===== config.mk =====
export PLATFORM = sky130hd
export DESIGN_NAME = atm_keypad_encoder
export DESIGN_NICKNAME = d
export VERILOG_FILES = /design/src/rtl/atm_keypad_encoder.sv
export SDC_FILE = /design/constraint.sdc
export NUM_CORES = 1
export LEC_CHECK = 0
export ABC_AREA = 0
export BUFFER_PORTS_ARGS = -buffer_cell sky130_fd_sc_hd__buf_2
export CAP_MARGIN = 20
export CELL_PAD_IN_SITES_DETAIL_PLACEMENT = 1
export CELL_PAD_IN_SITES_GLOBAL_PLACEMENT = 1
export CORE_MARGIN = 4
export CORE_UTILIZATION = 50
export DETAILED_ROUTE_END_ITERATION = 12
export GPL_TIMING_DRIVEN = 0
export PLACE_DENSITY = 0.94
export SYNTH_ARGS = -nofsm -noshare
export SYNTH_HDL_FRONTEND = slang
export SYNTH_SLANG_ARGS = --single-unit

===== constraint.sdc =====
create_clock -name clk -period 7.3 [get_ports clk]
set_input_delay 0.73 -clock clk [delete_from_list [all_inputs] [get_ports clk]]
set_output_delay 0.73 -clock clk [all_outputs]
set_load 0.01 [all_outputs]

===== src/rtl/atm_keypad_encoder.sv =====
// atm_keypad_encoder: keypad front end for the ATM controller.
// Synchronises and debounces the raw key level, then turns each accepted press
// into either a PIN digit pulse or a decimal amount accumulation with ENTER strobe.
// Optional debounce stage: macro ATM_KEY_DEBOUNCE_EN (undefined -> IDLE goes
// straight to ACCEPT and DEBOUNCE_CYCLES has no effect).
module atm_keypad_encoder #(
    parameter int DEBOUNCE_CYCLES  = 4,
    parameter int MAX_MONTO_DIGITS = 9
) (
    input  logic        clk,
    input  logic        rst,
    input  logic        tecla_presionada,
    input  logic [3:0]  tecla_codigo,
    input  logic        modo_monto,
    output logic        add_digit,
    output logic [3:0]  digito,
    output logic        monto_stb,
    output logic [31:0] monto,
    output logic        desborde
);

    localparam int DCNT_W = $clog2(MAX_MONTO_DIGITS + 1);

    typedef enum logic [1:0] {
        ST_IDLE     = 2'd0,
`ifdef ATM_KEY_DEBOUNCE_EN
        ST_DEBOUNCE = 2'd1,
`endif
        ST_ACCEPT   = 2'd2,
        ST_HELD     = 2'd3
    } state_t;

    state_t             state_q, state_d;
    logic               s1_q, s2_q;
    logic               modo_q;
    logic               mode_chg_s;
    logic [31:0]        acc_q, acc_d;
    logic [DCNT_W-1:0]  dcnt_q, dcnt_d;
    logic [31:0]        base_acc_s;
    logic [DCNT_W-1:0]  base_dcnt_s;
    logic [35:0]        next_s;
    logic               is_digit_s;
    logic               add_digit_q, add_digit_d;
    logic [3:0]         digito_q, digito_d;
    logic               monto_stb_q, monto_stb_d;
    logic [31:0]        monto_q, monto_d;
    logic               desborde_q, desborde_d;

`ifdef ATM_KEY_DEBOUNCE_EN
    localparam int CNT_W = (DEBOUNCE_CYCLES > 1) ? $clog2(DEBOUNCE_CYCLES) : 1;
    logic [CNT_W-1:0]   cnt_q, cnt_d;
`else
    // Debounce length has no role when the debounce stage is compiled out.
    localparam int unused_debounce_cycles = DEBOUNCE_CYCLES;
`endif

    // Two-flop synchroniser for the asynchronous key-down level.
    always_ff @(posedge clk or negedge rst) begin
        if (!rst) begin
            s1_q <= 1'b0;
            s2_q <= 1'b0;
        end else begin
            s1_q <= tecla_presionada;
            s2_q <= s1_q;
        end
    end

    // Press-tracking FSM next state: one ACCEPT cycle per qualified press.
    always_comb begin
        state_d = state_q;
`ifdef ATM_KEY_DEBOUNCE_EN
        cnt_d   = cnt_q;
`endif
        case (state_q)
            ST_IDLE: begin
                if (s2_q) begin
`ifdef ATM_KEY_DEBOUNCE_EN
                    state_d = ST_DEBOUNCE;
                    cnt_d   = {CNT_W{1'b0}};
`else
                    state_d = ST_ACCEPT;
`endif
                end else begin
                    state_d = ST_IDLE;
                end
            end
`ifdef ATM_KEY_DEBOUNCE_EN
            ST_DEBOUNCE: begin
                if (!s2_q) begin
                    state_d = ST_IDLE;
                end else if (cnt_q == CNT_W'(DEBOUNCE_CYCLES - 1)) begin
                    state_d = ST_ACCEPT;
                end else begin
                    cnt_d = cnt_q + CNT_W'(1);
                end
            end
`endif
            ST_ACCEPT: begin
                state_d = ST_HELD;
            end
            ST_HELD: begin
                if (!s2_q) begin
                    state_d = ST_IDLE;
                end else begin
                    state_d = ST_HELD;
                end
            end
            default: begin
                state_d = ST_IDLE;
            end
        endcase
    end

    // FSM state and debounce counter registers.
    always_ff @(posedge clk or negedge rst) begin
        if (!rst) begin
            state_q <= ST_IDLE;
`ifdef ATM_KEY_DEBOUNCE_EN
            cnt_q   <= {CNT_W{1'b0}};
`endif
        end else begin
            state_q <= state_d;
`ifdef ATM_KEY_DEBOUNCE_EN
            cnt_q   <= cnt_d;
`endif
        end
    end

    assign mode_chg_s  = modo_monto ^ modo_q;
    assign is_digit_s  = (tecla_codigo <= 4'd9);
    // A mode change wipes the amount in progress, including for a key accepted in the same cycle.
    assign base_acc_s  = mode_chg_s ? 32'd0 : acc_q;
    assign base_dcnt_s = mode_chg_s ? {DCNT_W{1'b0}} : dcnt_q;
    assign next_s      = ({4'd0, base_acc_s} * 36'd10) + {32'd0, tecla_codigo};

    // Key action: PIN digit pulse, or amount accumulate / enter / clear.
    always_comb begin
        acc_d       = base_acc_s;
        dcnt_d      = base_dcnt_s;
        add_digit_d = 1'b0;
        digito_d    = digito_q;
        monto_stb_d = 1'b0;
        monto_d     = monto_q;
        desborde_d  = 1'b0;
        if (state_q == ST_ACCEPT) begin
            if (!modo_monto) begin
                if (is_digit_s) begin
                    digito_d    = tecla_codigo;
                    add_digit_d = 1'b1;
                end else begin
                    digito_d    = digito_q;
                end
            end else begin
                if (is_digit_s) begin
                    if ((next_s > 36'h0_FFFF_FFFF) ||
                        (base_dcnt_s == DCNT_W'(MAX_MONTO_DIGITS))) begin
                        desborde_d = 1'b1;
                    end else begin
                        acc_d  = next_s[31:0];
                        dcnt_d = base_dcnt_s + DCNT_W'(1);
                    end
                end else if (tecla_codigo == 4'hA) begin
                    if (base_dcnt_s != {DCNT_W{1'b0}}) begin
                        monto_d     = base_acc_s;
                        monto_stb_d = 1'b1;
                        acc_d       = 32'd0;
                        dcnt_d      = {DCNT_W{1'b0}};
                    end else begin
                        monto_stb_d = 1'b0;
                    end
                end else if (tecla_codigo == 4'hB) begin
                    acc_d  = 32'd0;
                    dcnt_d = {DCNT_W{1'b0}};
                end else begin
                    acc_d  = base_acc_s;
                end
            end
        end else begin
            add_digit_d = 1'b0;
        end
    end

    // Amount accumulator, digit count, mode history and registered outputs.
    always_ff @(posedge clk or negedge rst) begin
        if (!rst) begin
            modo_q      <= 1'b0;
            acc_q       <= 32'd0;
            dcnt_q      <= {DCNT_W{1'b0}};
            add_digit_q <= 1'b0;
            digito_q    <= 4'd0;
            monto_stb_q <= 1'b0;
            monto_q     <= 32'd0;
            desborde_q  <= 1'b0;
        end else begin
            modo_q      <= modo_monto;
            acc_q       <= acc_d;
            dcnt_q      <= dcnt_d;
            add_digit_q <= add_digit_d;
            digito_q    <= digito_d;
            monto_stb_q <= monto_stb_d;
            monto_q     <= monto_d;
            desborde_q  <= desborde_d;
        end
    end

    assign add_digit = add_digit_q;
    assign digito    = digito_q;
    assign monto_stb = monto_stb_q;
    assign monto     = monto_q;
    assign desborde  = desborde_q;

endmodule


### Word-level counts from Yosys, hierarchy flattened

Cells that the tools add are included.

* bits in registers: 80

* add/subtract/negate cells: 2
* multipliers: 1
* order comparisons: 2
* equality and inequality tests: 5
* multiplexer cells: 31
* bitwise gates (word level): 3
* reduce and logical (&&, ||, !) cells: 5

Operator list (number)
* $mux 32: 8
* $add 36x4->36: 1
* $gt 36x32->1 const B: 1
* $mul 32x3->35 const B: 1
* $mux 4: 8
* $eq 4x4->1 const B: 3
* $mux 1: 12
* $pmux 2 s3: 1
* $reduce_and 5->1: 1
* $add 4x1->4 const B: 1
* $eq 2x2->1 const B: 2
* $le 4x4->1 const B: 1
* $mux 2: 2
* $reduce_bool 4->1: 1
* $reduce_and 3->1: 1
* $logic_not 2->1: 1
* $not 1->1: 2
* $logic_or 1x1->1: 1
* $xor 1x1->1: 1

### Longest topological paths before layout

* depth after elaboration: 10
* gate-level depth with buffers: 19
* gate-level depth less buffers: 16

### Worst setup path before layout

OpenSTA, ideal clock, no wires.

* kind: input port to flip-flop
* start point: input modo_monto
* end point: register acc_q[15]
* arrival time: 5.302 ns
* data required time: 7.220 ns
* setup slack: 1.919 ns
* stages on the path: 18
* cells stage by stage: xnor2_1 clkbuf_1 nand2_1 inv_1 ha_1 ha_1 fa_1 a211oi_2 o211ai_1 a21oi_2 o21bai_2 a311o_1 nand4bb_4 or4_4 o21ba_4 o31a_4 buf_6 o22ai_2

* word-level cells in the longest chain between the ends: 10
* elaborated cells on any way between the ends: 16
* classes of those cells: add/sub: 1; mul: 1; order compare: 1; eq/ne: 1; mux: 9; bitwise: 1; reduce/logical: 2

Ends and longest elaborated chain
* start: declaration: RTL line 14 `input logic modo_monto,`
* $xor 1x1->1 (*): RTL line 129 `assign mode_chg_s = modo_monto ^ modo_q;`
* $mux 32 (*): RTL line 132 `assign base_acc_s = mode_chg_s ? 32'd0 : acc_q;`
* named net base_acc_s[1]: RTL line 39 `logic [31:0] base_acc_s;`
* $mul 32x3->35 (*): RTL line 134 `assign next_s = ({4'd0, base_acc_s} * 36'd10) + {32'd0, tecla_codigo};`
* $add 36x4->36 (*): RTL line 134
* $gt 36x32->1: RTL line 155 `if ((next_s > 36'h0_FFFF_FFFF) ||`
* $logic_or 1x1->1: RTL line 155
* $mux 32 (*): RTL line 155
* $mux 32 (*): RTL line 154 `if (is_digit_s) begin`
* $mux 32 (*): RTL line 146 `if (!modo_monto) begin`
* $mux 32 (*): RTL line 145 `if (state_q == ST_ACCEPT) begin`
* named net acc_d[15]: RTL line 37 `logic [31:0] acc_q, acc_d;`
* end signal: assignment: RTL line 187 `acc_q <= 32'd0;`
* end signal: assignment: RTL line 196 `acc_q <= acc_d;`
* end: declaration: RTL line 37

The timed path passes the listed nets; every way through them passes the cells marked *.
A chain may end at the register's enable or synchronous reset.

### Worst setup path in the final report

* start point: input modo_monto
* end point: register acc_q[5]

Same word-level chain as after synthesis.

==> summary.md <==
| Metric | Value |
|---|---|
| CTS Hold Bufs | 0 |
| Worst slack at placement | 248 ps |
| Die Y | 124 um |
| Cells after DPL | 974 |
| Clock Power Share | 40.6% |
| Net switching fraction of the power | 30.5% |
| Dpl hpwl | 18.0 mm |
| Worst endpoint required time | 7500 ps |
| Fmax | 0.143 GHz |
| Vias in the first global route | 7273 |
| Reg2reg start | modo_q |
| Detailed Routing Iterations Pass 1 | 6 |
| Total net switching power | 0.378 mW |
| Maximum Capacitance Violations | 0 |
| First-pass GRT wire length | 39.9 mm |
| Period utilization | 96.0% |
| Initial Utilization | 52.0% |
| Total GRT Usage | 34.1% |
| CP Launch Point | modo_monto |
| Routed vias | 6719 |
| Status | finished, final reports clean |
| CP Launch Type | primary input |
| CP max stage delay | 620 ps |
| Top Ports | 47 |
| GR Overflow Total | 0 |
| Die footprint | 15300 um^2 |
| Ys Warns | 0 |
| Max VDD drop | 0.118 mV |
| Reg power frac | 39.6% |
| CP bufs+invs | 4 |
| Crit-path cells | buf_2, xnor2_2, clkbuf_1, nand2_1, inv_1, ha_1, ha_1, fa_1, a211oi_2, o21ai_1, xor2_1, or3b_1, nor3_1, nand4_1, nor3_1, nor4b_2, o21ai_2, buf_4, o22ai_1 |
| Setup Crit Path Kind | primary input to register |
| EDFF count, synth | 0 |
| Setup slack after layout | 294 ps |
| Worst slew margin | 29.8% |
| Yosys reg bits | 80 |
| Per-cell routed wire length | 25.6 um |
| Antenna diode count | 0 |
| Mapped cell area | 6670 um^2 |
| Reg2Reg Setup Slack | 420 ps |
| Final net count | 873 |
| Setup total negative slack | 0 ps |
| Post-Synthesis Net Count | 815 |
| CTS tree | built |
| Logic gate share of total power | 19.8% |
| Final hold viol count | 0 |
| DRC Markers | 0 |
| Util after Layout | 58.3% |
| Hold WC Path Type | primary input to async pin |
| Async set-reset flop share out of synthesis | 100% |
| Critical Path End | acc_q[5] |
| Antenna Nets Post-Route | 0 |
| Slew of the pin with the lowest slew margin | 1050 ps |
| Worst-path clk slew | 60 ps |
| Post-synth top flop | dfrtp_1 |
| Skew-Pair Late Insertion Delay | 350 ps |
| FF-to-FF path depth | 18 |
| Worst path depth | 19 |
| Largest net degree at the start of global routing | 59 |
| LEAKAGE | 3.62 nW |
| Placer Congestion | 0.915 |
| WHS | 282 ps |
| Slew Viols, Final | 0 |
| Share of layout cells above drive strength 1 | 19.0% |
| Reg2reg end | acc_q[5] |
| Pint | 0.862 mW |
| Total wire length | 25.3 mm |
| Buffer count from post-CTS setup fixing | 0 |
| Clk buf depth | 2 |
| Setup crit end kind | register |
| Worst Path Arrival | 7210 ps |
| CTS Buf Count | 9 |
| H-tree Lvls | 3 |
| Post-synthesis sequential area ratio | 30.0% |
| Unrepaired setup endpoints after global routing | false |
| Cell count after synthesis | 755 |
| Row count | 41 |
| Iter 0 DRT Violations | 657 |
| Number of vias per cell | 6.79 |
| Kind of cell adding the most delay to the critical path | simple AND/OR/NAND/NOR gates |
| Finish-stage setup viols | 0 |
| Slowest CP cell | clkbuf_1 |
| Final min period | 7010 ps |
| Layout Skew | 9.68 ps |
| Pwr Density | 166 nW/um^2 |
| Core footprint | 12800 um^2 |
| Sink Count | 80 |
| Cell variety after synth | 88 |
| Crit-path max FO | 10 |
| Port buffer count | 46 |
| Die width | 124 um |
| Initial antenna violation count | 0 |
| Mean Syn Cell Area | 8.84 um^2 |
| Root Buffer | clkbuf_16 |
| P&R area growth vs syn | 12.1% |
| Final std cells w/o fill | 989 |
kinds of logic (layout without fill, tap and decap cells):
family | after synthesis | in the layout | synth area share (%)
AND/OR/NAND/NOR | 273 | 273 | 20.9
XOR/XNOR | 66 | 66 | 8.89
flip-flops | 80 | 80 | 30.0
multiplexers | 5 | 5 | 0.956
adder cells (fa/ha/maj) | 52 | 52 | 9.98
buffers and inverters | 75 | 137 | 6.24
AO/OA/AOI/OAI | 204 | 204 | 23.1
flip-flops by register name (all words and copies together) (netlist names):
signal	cells
digito	4
monto_stb	1
desborde	1
s1_q	1
dcnt_q	4
add_digit	1
state_q	2
monto	32
s2_q	1
acc_q	32
modo_q	1
power by group through the flow:
stage               clock network (mW)  registers, mW  logic (mW)
floorplan                            0          0.497       0.148
global placement                     0          0.493       0.211
detailed placement                   0          0.498       0.234
CTS                              0.497          0.491       0.241
global route                     0.517          0.493       0.260
finish                           0.503          0.491       0.246
placed cells by master (no fill, tap or decap), drive strengths merged, types with 4 or more instances in the layout:
cell    Yosys  layout
nand3      15      15
clkbuf     16      26
nor3       18      18
xor2       22      22
dfrtp      80      80
a21o        9       9
xnor2      44      44
and4        5       5
o21bai      4       4
or3         6       6
inv        36      36
o22ai      35      35
nor2       47      47
nand2     112     112
and3       25      25
nand4      13      13
ha         50      50
o211ai      8       8
and2        4       4
mux2i       4       4
nor4        5       5
o21a        7       7
o31ai       4       4
nand4b      4       4
o21ai      60      60
a21oi      36      36
a211oi     11      11
buf        23      70
what timing repair did:
action                                  CTS  global route
endpoints found under the setup margin    0            30
hold endpoints to repair                  0             0
gates resized for setup                   0             3
worst register-to-register path: cells and delay by family (launching register included):
| family | cells | cell delay (ps) |
|---|---|---|
| adder cells (fa/ha/maj) | 3 | 980 |
| AO/OA/AOI/OAI | 4 | 1170 |
| flip-flops | 1 | 420 |
| XOR/XNOR | 2 | 730 |
| AND/OR/NAND/NOR | 6 | 2280 |
| buffers and inverters | 3 | 1140 |
metrics by stage:
stage | power, mW | area, um^2
2_1_floorplan | 0.645 | 6670
3_3_place_gp | 0.704 | 7120
3_5_place_dp | 0.732 | 7150
4_1_cts | 1.23 | 7470
5_1_grt | 1.27 | 7480
6_report | 1.24 | 7480
synth_stat cells (17+ instances only):
cell,instances,area share [%]
nand2_1,111,6.2
dfrtp_1,80,30
o21ai_0,55,4.1
ha_1,50,9.4
nor2_1,47,2.6
xnor2_1,42,5.5
inv_1,36,2.0
a21oi_1,30,2.3
o22ai_2,25,4.7
and3_1,24,2.3
xor2_1,22,2.9
nor3_1,17,1.3
how the worst min path moves through the flow:
stage,from,endpoint,slack (ps),cells past startpoint
finish,rst,digito[1],280,1
global route,rst,acc_q[31],310,1
CTS,rst,digito[1],290,1
detailed placement,s1_q,s2_q,350,0
global placement,s1_q,s2_q,330,0
floorplan,s1_q,s2_q,330,0
metal layers:
metal  GRT usage [%]  vias to the layer above  wire length (um)
met5               0                        -                 0
met4            22.2                        0              1940
met3            5.76                      181              1700
met2            61.0                      400             12700
met1            36.9                     3305              8950
li1                -                     2833                 -
layout make-up:
class,count,area [um^2]
fillers,1502,5350
multi-input cells,600,4260
flip-flops and latches,80,2000
plain buffers,39,283
repair buffers,47,260
clock buffers,10,239
well taps,172,215
inverters,36,135
clock inverters,5,81.3
(Power assumes the default switching activity.)
